--- src/rtl/alu_pkg.sv ---
`default_nettype none
// ============================================================================
// Module      : alu_pkg
// Description : Shared opcode map, FSM state encoding and shifter mode codes
//               for the sequential ALU.
// Revision    : 1.0 - initial release
// ============================================================================
package alu_pkg;

    // Opcode map (unchanged from the combinational ALU)
    localparam logic [2:0] OP_ADD = 3'b000;
    localparam logic [2:0] OP_SUB = 3'b001;
    localparam logic [2:0] OP_AND = 3'b010;
    localparam logic [2:0] OP_OR  = 3'b011;
    localparam logic [2:0] OP_SHL = 3'b100;
    localparam logic [2:0] OP_SHR = 3'b101;
    localparam logic [2:0] OP_SRA = 3'b110;
    localparam logic [2:0] OP_XOR = 3'b111;

    // FSM state encoding
    localparam logic [1:0] ST_IDLE  = 2'd0;
    localparam logic [1:0] ST_SHIFT = 2'd1;
    localparam logic [1:0] ST_DONE  = 2'd2;

    // One-bit shifter modes
    localparam logic [1:0] SH_SHL = 2'd0;
    localparam logic [1:0] SH_SHR = 2'd1;
    localparam logic [1:0] SH_SRA = 2'd2;

    // True for the three opcodes that run through the iterative shifter
    function automatic logic is_shift(input logic [2:0] op);
        return (op == OP_SHL) || (op == OP_SHR) || (op == OP_SRA);
    endfunction

    // Map a shift opcode onto the shifter mode code
    function automatic logic [1:0] shift_mode(input logic [2:0] op);
        logic [1:0] m;
        case (op)
            OP_SHR:  m = SH_SHR;
            OP_SRA:  m = SH_SRA;
            default: m = SH_SHL;
        endcase
        return m;
    endfunction

endpackage
`default_nettype wire

--- src/rtl/alu_shift_step.sv ---
`default_nettype none
// ============================================================================
// Module      : alu_shift_step
// Description : Combinational one-bit shifter (logical left, logical right,
//               arithmetic right). Flags a sign-bit change on left shifts.
// Revision    : 1.0 - initial release
// ============================================================================
module alu_shift_step
    import alu_pkg::*;
#(
    parameter int nIO = 8
) (
    input  logic [nIO-1:0] value,
    input  logic [1:0]     mode,
    output logic [nIO-1:0] shifted,
    output logic           sign_chg
);

    // Single shift step; sign change only matters for left shifts
    always_comb begin
        shifted  = value;
        sign_chg = 1'b0;
        case (mode)
            SH_SHL: begin
                shifted  = {value[nIO-2:0], 1'b0};
                sign_chg = value[nIO-1] ^ value[nIO-2];
            end
            SH_SHR:  shifted = {1'b0, value[nIO-1:1]};
            SH_SRA:  shifted = {value[nIO-1], value[nIO-1:1]};
            default: shifted = value;
        endcase
    end

endmodule
`default_nettype wire

--- src/rtl/alu_seq.sv ---
`default_nettype none
// ============================================================================
// Module      : alu_seq
// Description : Handshaked sequential ALU. Single-cycle ADD/SUB/AND/OR/XOR,
//               iterative one-bit-per-cycle SHL/SHR/SRA, registered Z/OV held
//               until the consumer accepts them.
// Config      : ALU_SAT_EN - saturating ADD/SUB and SHL on signed overflow.
// Revision    : 1.0 - initial release
// ============================================================================
module alu_seq
    import alu_pkg::*;
#(
    parameter int nIO = 8
) (
    input  logic           clk,
    input  logic           rst_n,
    input  logic           in_valid,
    output logic           in_ready,
    input  logic [nIO-1:0] A,
    input  logic [nIO-1:0] B,
    input  logic [2:0]     OP,
    output logic           out_valid,
    input  logic           out_ready,
    output logic [nIO-1:0] Z,
    output logic           OV
);

    localparam int SHW = $clog2(nIO) + 1;

    // Amounts at or above the width are clamped to the width
    localparam logic [SHW-1:0] c_nio = SHW'(nIO);

`ifdef ALU_SAT_EN
    localparam logic [nIO-1:0] c_max = {1'b0, {(nIO-1){1'b1}}};
    localparam logic [nIO-1:0] c_min = {1'b1, {(nIO-1){1'b0}}};
`endif

    logic [1:0]     r_state;
    logic [nIO-1:0] r_work;
    logic [SHW-1:0] r_cnt;
    logic [1:0]     r_mode;
    logic           r_shov;
    logic [nIO-1:0] r_z;
    logic           r_ov;
    logic           r_out_valid;
    logic           r_in_ready;
`ifdef ALU_SAT_EN
    logic           r_sign;
`endif

    logic           w_accept;
    logic [SHW-1:0] w_k;
    logic [SHW-1:0] w_cnt_init;
    logic [nIO-1:0] w_sum;
    logic [nIO-1:0] w_dif;
    logic [nIO-1:0] w_alu_z;
    logic           w_alu_ov;
    logic [nIO-1:0] w_step;
    logic           w_chg;
    logic           w_fin_ov;
    logic [nIO-1:0] w_fin_z;

    assign w_accept   = in_valid && r_in_ready;
    assign w_k        = B[SHW-1:0];
    assign w_cnt_init = (w_k > c_nio) ? c_nio : w_k;
    assign w_sum      = A + B;
    assign w_dif      = A - B;

    // Single-cycle result for the non-shift ops (shift ops with k=0 pass A)
    always_comb begin
        w_alu_z  = A;
        w_alu_ov = 1'b0;
        case (OP)
            OP_ADD: begin
                w_alu_z  = w_sum;
                w_alu_ov = (A[nIO-1] == B[nIO-1]) && (w_sum[nIO-1] != A[nIO-1]);
            end
            OP_SUB: begin
                w_alu_z  = w_dif;
                w_alu_ov = (A[nIO-1] != B[nIO-1]) && (w_dif[nIO-1] != A[nIO-1]);
            end
            OP_AND:  w_alu_z = A & B;
            OP_OR:   w_alu_z = A | B;
            OP_XOR:  w_alu_z = A ^ B;
            default: w_alu_z = A;
        endcase
`ifdef ALU_SAT_EN
        // Overflow direction follows the sign of A for both ADD and SUB
        if (w_alu_ov)
            w_alu_z = A[nIO-1] ? c_min : c_max;
`endif
    end

    alu_shift_step #(
        .nIO      (nIO)
    ) u_shift_step (
        .value    (r_work),
        .mode     (r_mode),
        .shifted  (w_step),
        .sign_chg (w_chg)
    );

    // Result of the final shift step; sticky OV only ever sets for SHL
    always_comb begin
        w_fin_ov = r_shov | w_chg;
        w_fin_z  = w_step;
`ifdef ALU_SAT_EN
        if (w_fin_ov)
            w_fin_z = r_sign ? c_min : c_max;
`endif
    end

    // Control FSM and all registered datapath/outputs
    always_ff @(posedge clk or negedge rst_n) begin
        if (!rst_n) begin
            r_state     <= ST_IDLE;
            r_work      <= '0;
            r_cnt       <= '0;
            r_mode      <= SH_SHL;
            r_shov      <= 1'b0;
            r_z         <= '0;
            r_ov        <= 1'b0;
            r_out_valid <= 1'b0;
            r_in_ready  <= 1'b1;
`ifdef ALU_SAT_EN
            r_sign      <= 1'b0;
`endif
        end else begin
            case (r_state)
                ST_IDLE: begin
                    if (w_accept) begin
                        r_in_ready <= 1'b0;
                        if (is_shift(OP) && (w_k != '0)) begin
                            r_work  <= A;
                            r_cnt   <= w_cnt_init;
                            r_mode  <= shift_mode(OP);
                            r_shov  <= 1'b0;
`ifdef ALU_SAT_EN
                            r_sign  <= A[nIO-1];
`endif
                            r_state <= ST_SHIFT;
                        end else begin
                            r_z         <= w_alu_z;
                            r_ov        <= w_alu_ov;
                            r_out_valid <= 1'b1;
                            r_state     <= ST_DONE;
                        end
                    end
                end
                ST_SHIFT: begin
                    r_work <= w_step;
                    r_shov <= w_fin_ov;
                    r_cnt  <= r_cnt - 1'b1;
                    if (r_cnt == SHW'(1)) begin
                        r_z         <= w_fin_z;
                        r_ov        <= w_fin_ov;
                        r_out_valid <= 1'b1;
                        r_state     <= ST_DONE;
                    end
                end
                ST_DONE: begin
                    if (out_ready) begin
                        r_out_valid <= 1'b0;
                        r_in_ready  <= 1'b1;
                        r_state     <= ST_IDLE;
                    end
                end
                default: begin
                    r_out_valid <= 1'b0;
                    r_in_ready  <= 1'b1;
                    r_state     <= ST_IDLE;
                end
            endcase
        end
    end

    assign in_ready  = r_in_ready;
    assign out_valid = r_out_valid;
    assign Z         = r_z;
    assign OV        = r_ov;

endmodule
`default_nettype wire
--- config.mk ---
export PLATFORM = sky130hd
export DESIGN_NAME = alu_seq
export DESIGN_NICKNAME = d
export VERILOG_FILES = /design/src/rtl/alu_pkg.sv /design/src/rtl/alu_shift_step.sv /design/src/rtl/alu_seq.sv
export SDC_FILE = /design/constraint.sdc
export NUM_CORES = 1
export LEC_CHECK = 0
export CAP_MARGIN = 30
export CELL_PAD_IN_SITES_DETAIL_PLACEMENT = 0
export CELL_PAD_IN_SITES_GLOBAL_PLACEMENT = 2
export CORE_UTILIZATION = 34
export CTS_CLUSTER_SIZE = 14
export DETAILED_ROUTE_END_ITERATION = 10
export GPL_TIMING_DRIVEN = 0
export HOLD_SLACK_MARGIN = 0.15
export PLACE_DENSITY_LB_ADDON = 0.1
export SYNTH_ARGS = -nofsm -noshare
export SYNTH_HDL_FRONTEND = slang
export SYNTH_HIERARCHICAL = 1
export SYNTH_SLANG_ARGS = --single-unit
--- constraint.sdc ---
create_clock -name clk -period 2.28 [get_ports clk]
set_input_delay 0.456 -clock clk [delete_from_list [all_inputs] [get_ports clk]]
set_output_delay 0.456 -clock clk [all_outputs]
set_load 0.01 [all_outputs]
==> impl_metrics.env, run 1 <==
export IMPL_outcome="complete, no violations"
export IMPL_netlist_instances=341
export IMPL_viasPerCell=5.48
export IMPL_cts_tree="yes"
export IMPL_dieArea_um2=8600
export IMPL_drv_cap=0
export IMPL_setup_violations_final=0
export IMPL_top_layer_used="met4"
export IMPL_cp_slowest_cell="or4_4"
export IMPL_numCtsBuffers=3
export IMPL_grt_overflow=0
export IMPL_clock_latency_ns=0.28
export IMPL_yosys_cell_count_top_type="nand2_1"
export IMPL_fin_crit_ns=2.21
export IMPL_drt_wirelength_per_cell_um=17.8
export IMPL_vias=2650
export IMPL_worstPathArrival_ns=2.42
export IMPL_worstPathMaxFanout=4
export IMPL_yosysTopAreaCellShare=0.241
export IMPL_fin_util=0.443
export IMPL_worst_path_largest_cell_delay_ns=0.42
export IMPL_dpl_hpwl_mm=6.65
export IMPL_worst_clock_skew_ns=0.0120
export IMPL_route_met3_wl_um=323
export IMPL_drc=0
export IMPL_synth_area_um2=2800
export IMPL_hold_buffers=0
export IMPL_fmax_mhz=453
export IMPL_drt_pass1_iterations=5
export IMPL_synth_warning_count=6
export IMPL_hold_class="primary input to flop"
export IMPL_synth_top_area_cell="dfrtp_1"
export IMPL_grt_pass1_wl_mm=14.0
export IMPL_cts_buffer_depth=2
export IMPL_numClockSinks=28
export IMPL_slew_headroom=0.496
export IMPL_worstPathCellList="buf_6 > inv_2 > ha_4 > fa_2 > o21ba_4 > or4_4 > a41oi_2 > xnor2_2 > o211ai_2 > a31oi_1"
export IMPL_clockRootBuffer="clkbuf_8"
export IMPL_reg2reg_slack_ns=0.16
export IMPL_finish_instance_area_um2=3480
export IMPL_worst_slew_pin_slew_ns=0.746
export IMPL_track_usage=0.210
export IMPL_drtAntennaViolNets=0
export IMPL_powerDensity_nw_per_um2=347
export IMPL_drive_above_1_share=0.178
export IMPL_cts_max_level=1
export IMPL_wl_met2_mm=4.02
export IMPL_die_h_um=92.8
export IMPL_p_leak_nw=1.48
export IMPL_synth_cell_types=50
export IMPL_grt_pass1_vias=2586
export IMPL_diodes=0
export IMPL_synth_seq_area_share=0.251
export IMPL_drt_initial_drc_count=116
export IMPL_netlist_top_cells_area="dfrtp_1, ha_1, mux2i_1"
export IMPL_post_route_period_util=0.969
export IMPL_synth_top_cells_by_count="nand2_1, dfrtp_1, nor2_1"
export IMPL_cp_start_kind="primary input"
export IMPL_antenna_found_initial=0
export IMPL_ios=34
export IMPL_syn_area_per_cell_um2=8.21
export IMPL_crit_required_ns=2.49
export IMPL_rows=32
export IMPL_place_gp_congestion=0.823
export IMPL_slew_viol_final=0
export IMPL_syn_to_final_growth_pct=24.1
export IMPL_wl_mm=8.63
export IMPL_worstSetupPathType="primary input to flop"
export IMPL_async_flop_share=1.00
export IMPL_core_area_um2=7850
export IMPL_finalHoldViolations=0
export IMPL_irDropWorstVdd_mv=0.226
export IMPL_place_area_um2=3280
export IMPL_clk_pin_slew_worst_paths_ns=0.11
export IMPL_crit_path_end_kind="flop"
export IMPL_port_buffers=31
export IMPL_wl_met1_mm=4.20
export IMPL_grt_max_degree=20
export IMPL_synth_edf_count=0
export IMPL_synth_flop_cell="dfrtp_1"
export IMPL_synth_seq_cells=28
export IMPL_die_x_um=92.8
export IMPL_nets=433
export IMPL_syn_nets=391
export IMPL_start_util=0.357
==> worst max-delay path: cells and delay by family <==
kind	cells	cell delay [ns]
AO/OA/AOI/OAI	4	0.73
XOR/XNOR	1	0.15
adder cells (fa/ha/maj)	2	0.51
AND/OR/NAND/NOR	1	0.42
buffers and inverters	2	0.15
==> layout by cell type, fill, tap and decap left out, drive strengths merged, types with 2 or more instances in the layout <==
master / n
mux2i: 25
a21oi: 17
ha: 25
mux2: 2
o21ai: 18
o211ai: 3
fa: 2
a31oi: 19
dlymetal6s2s: 2
dfrtp: 27
clkdlybuf4s15: 2
inv: 24
a22o: 3
nor3: 10
o21bai: 3
nand2: 44
dlygate4sd2: 3
o31ai: 3
nand2b: 3
nand3: 5
o2bb2ai: 3
xnor2: 9
a22oi: 4
a41oi: 2
o32ai: 3
o22ai: 2
o21ba: 2
o221ai: 3
a211oi: 4
clkdlybuf4s50: 18
and3: 4
clkbuf: 16
nor2b: 6
buf: 25
o21a: 2
xor2: 2
nor2: 27
==> report_power, final <==
group	switching, W	internal [W]
sequential	0	0.000496
clock	0.000164	0.000155
combinational	0.000220	0.000171
total	0.000384	0.000823
==> state kept, by name, summed over array words and instances (netlist names) <==
name and count:
r_state 2, r_work 8, r_shov 1, r_cnt 4, OV 1, out_valid 1, Z 8, r_mode 2
in_ready 1
==> what timing repair did <==
| item | 4_1_cts | 5_1_grt |
|---|---|---|
| gates resized for setup | 51 | 23 |
| pin swaps | 6 | 7 |
| endpoints found under the hold margin | 0 | 0 |
| setup buffers | 3 | 5 |
| endpoints found under the setup margin | 18 | 16 |
==> worst paths after layout <==
kind,cells past startpoint,from,endpoint
setup / recovery,10,A[0],Z[6]
hold / removal,3,A[0],r_work[0]
setup reg to reg,8,r_cnt[1],Z[3]
hold reg to reg,2,out_valid,out_valid
max in group asynchronous,2,rst_n,in_ready
min in group asynchronous,1,rst_n,Z[7]
==> stage by stage <==
| stage | setup slack [ns] | cells | hold WS (ns) | power, W | TNS (ns) |
|---|---|---|---|---|---|
| after floorplan | 0.00422 | 341 | 0.160 | 0.000718 | 0 |
| after global placement | -0.924 | 474 | 0.462 | 0.000848 | -10.59 |
| after detailed placement | -0.884 | 475 | 0.472 | 0.000854 | -10.56 |
| after CTS | 0.0108 | 480 | 0.488 | 0.00120 | 0 |
| after global routing | -0.00927 | 484 | 0.466 | 0.00128 | -0.00927 |
| final | 0.0715 | 484 | 0.468 | 0.00121 | 0 |
==> final cells by class <==
class	count	area [um^2]
timing repair buffer	40	383
inverter	25	93.8
buffer	22	156
tap	102	128
sequential	28	702
fill	832	4370
clock buffer	4	55.1
multi-input combinational	263	1960
==> metal layers <==
layer	up-vias	global-route usage
li1	1287	-
met1	1293	0.302
met2	62	0.346
met3	8	0.0238
met4	0	0.0282
met5	-	0
==> kinds of logic (layout without fill, tap and decap cells) <==
| family | after synthesis | count (layout) | synth area share |
|---|---|---|---|
| adder cells (fa/ha/maj) | 27 | 27 | 0.126 |
| multiplexers | 27 | 27 | 0.0974 |
| AO/OA/AOI/OAI | 96 | 96 | 0.240 |
| XOR/XNOR | 11 | 11 | 0.0344 |
| AND/OR/NAND/NOR | 102 | 102 | 0.162 |
| buffers and inverters | 50 | 91 | 0.0894 |
| flip-flops | 28 | 28 | 0.251 |
Power figures use the tool's default switching activity.
==> run 2, diff against run 1 <==
Settings changed: CORE_UTILIZATION 34 to 33, SYNTH_HIERARCHICAL 1 to not set.
==> impl_metrics.env, run 2 <==
export IMPL_outcome="complete, no violations"
export IMPL_rows=32
export IMPL_clk_pin_slew_worst_paths_ns=0.10
export IMPL_finalHoldViolations=0
export IMPL_setup_ws_ns=0.0633
export IMPL_holdWs_ns=0.450
export IMPL_crit_path_frequent_cell="buf_6"
export IMPL_core_area_um2=7810
export IMPL_grt_overflow=0
export IMPL_clock_latency_ns=0.28
export IMPL_synth_cell_types=53
export IMPL_port_buffers=32
export IMPL_fin_crit_ns=2.22
export IMPL_worst_slew_pin_slew_ns=0.709
export IMPL_place_area_um2=3180
export IMPL_yosysTopAreaCellShare=0.250
export IMPL_diodes=0
export IMPL_die_x_um=92.5
export IMPL_start_util=0.346
export IMPL_worstPathCellList="buf_6 > inv_1 > ha_1 > buf_6 > or4_4 > a311o_1 > a31oi_1 > xnor2_1 > a31o_1"
export IMPL_vias=2745
export IMPL_fillers=850
export IMPL_numClockSinks=28
export IMPL_grt_pass1_wl_mm=14.1
export IMPL_antenna_found_initial=0
export IMPL_async_flop_share=1.00
export IMPL_synth_flop_cell="dfrtp_1"
export IMPL_synth_seq_cells=28
export IMPL_grt_pass1_vias=2706
export IMPL_hold_class="primary input to flop"
export IMPL_setup_violations_final=0
export IMPL_netlist_instances=358
export IMPL_track_usage=0.212
export IMPL_syn_to_final_growth_pct=22.8
export IMPL_synth_area_um2=2700
export IMPL_drive_above_1_share=0.124
export IMPL_post_route_period_util=0.972
export IMPL_worst_clock_skew_ns=0.00334
export IMPL_synth_edf_count=0
export IMPL_synth_warning_count=0
export IMPL_die_h_um=92.5
export IMPL_synth_top_cells_by_count="a21oi_1, nor2_1, inv_1"
export IMPL_worstPathArrival_ns=2.39
export IMPL_finish_instance_area_um2=3320
export IMPL_clockRootBuffer="clkbuf_8"
export IMPL_worstSetupPathType="primary input to flop"
export IMPL_drt_initial_drc_count=144
export IMPL_drc=0
export IMPL_nets=447
export IMPL_numCtsBuffers=3
export IMPL_drtAntennaViolNets=0
export IMPL_powerDensity_nw_per_um2=784
export IMPL_grt_max_degree=17
export IMPL_netlist_top_cells_area="dfrtp_1, ha_1, a21oi_1"
export IMPL_drt_pass1_iterations=4
export IMPL_cp_start_kind="primary input"
export IMPL_worst_path_largest_cell_delay_ns=0.52
export IMPL_syn_nets=408
export IMPL_slew_viol_final=0
export IMPL_dieArea_um2=8550
export IMPL_crit_required_ns=2.46
export IMPL_fmax_mhz=451
export IMPL_irDropWorstVdd_mv=0.388
export IMPL_synth_seq_area_share=0.260
export IMPL_final_cell_mix="nor2_1, a21oi_1, inv_1, nand2_1"
export IMPL_final_common_cell="nor2_1"
export IMPL_worstPathMaxFanout=9
export IMPL_rsz0062_at_grt="false"
export IMPL_synth_top_area_cell="dfrtp_1"
export IMPL_cts_max_level=1
export IMPL_viasPerCell=5.51
export IMPL_slew_headroom=0.526
export IMPL_ios=34
export IMPL_dp_slack_ns=-0.957
export IMPL_wl_mm=8.72
export IMPL_p_leak_nw=1.41
export IMPL_cts_tree="yes"
export IMPL_dpl_hpwl_mm=6.89
export IMPL_place_gp_congestion=0.845
export IMPL_cts_buffer_depth=2
export IMPL_syn_area_per_cell_um2=7.54
export IMPL_drt_wirelength_per_cell_um=17.5
export IMPL_crit_path_end_kind="flop"
export IMPL_hold_buffers=0
export IMPL_drv_cap=0
export IMPL_cp_slowest_cell="or4_4"
run 2: cell types whose count changed after synthesis, sizes merged, moves of 6 or more:
cell / before / now
mux2i: 25 / 4
a21oi: 17 / 39
inv: 24 / 32
buf: 14 / 4
o21ai: 18 / 28
a31oi: 19 / 8
nand2: 44 / 28
clkbuf: 11 / 17
nor2: 27 / 39
run 2: metrics by stage:
step	total power, W	instances	utilization	TNS [ns]
floorplan	0.00175	358	-	0
global placement	0.00227	492	0.403	-16.88
detailed placement	0.00228	493	0.407	-16.64
CTS	0.00260	498	0.422	0
global route	0.00284	498	0.425	0
finish	0.00260	498	0.425	0
run 2: repair_timing:
action | CTS | global route
endpoints found under the setup margin | 25 | 4
pin swaps | 4 | 4
resized for setup | 72 | 5
buffers inserted | 1 | 0
run 2: per-layer routing:
| layer | routed length, um | track usage | vias up |
|---|---|---|---|
| li1 | - | - | 1359 |
| met1 | 4220 | 0.298 | 1322 |
| met2 | 4010 | 0.354 | 54 |
| met3 | 373 | 0.0271 | 10 |
| met4 | 108 | 0.0326 | 0 |
| met5 | 0 | 0 | - |
run 2: cell families (layout without fill, tap and decap cells):
family,count (synthesis),in the layout,share of synthesized area
compound gates,127,127,0.299
xor+xnor,6,6,0.0195
fa+ha+maj,27,27,0.131
buf+inv,53,91,0.0774
flops,28,28,0.260
mux,5,5,0.0190
simple gates,112,112,0.194
run 2: final timing paths:
check	from	to	slack (ns)	depth (start not counted)
hold / removal	A[2]	r_work[2]	0.45	3
max in group asynchronous	rst_n	in_ready	1.07	2
setup / recovery	A[2]	Z[7]	0.06	9
min in group asynchronous	rst_n	Z[0]	0.59	1
setup reg to reg	r_cnt[1]	OV	0.22	8
hold reg to reg	Z[2]	Z[2]	0.49	1
run 2: layout make-up:
cell class | instances | area [um^2] | area share
Buffer | 21 | 98.8 | 0.0298
Clock buffer | 4 | 45.0 | 0.0136
Inverter | 32 | 120 | 0.0362
Multi-Input combinational cell | 277 | 1880 | 0.567
Sequential cell | 28 | 702 | 0.212
Tap cell | 102 | 128 | 0.0385
Timing Repair Buffer | 34 | 342 | 0.103
run 2: critical path, delay by kind of cell:
family                   cells  cell delay [ns]
AO/OA/AOI/OAI                3             0.74
XOR/XNOR                     1             0.09
buffers and inverters        3             0.28
AND/OR/NAND/NOR              1             0.52
adder cells (fa/ha/maj)      1             0.29
run 2: report_power, final:
group	leakage [nW]	internal [W]	switching, W	total [W]
Combinational	1.06	0.000628	0.000805	0.00143
Clock	0.0228	0.000126	0.000162	0.000288
Sequential	0.331	0.000706	0.000172	0.000878
==> run 3, diff against run 2 <==
Settings changed: ABC_AREA set to 0.
==> results of run 3 <==
No change in the layout: final DEF, timing and power equal those of run 2.
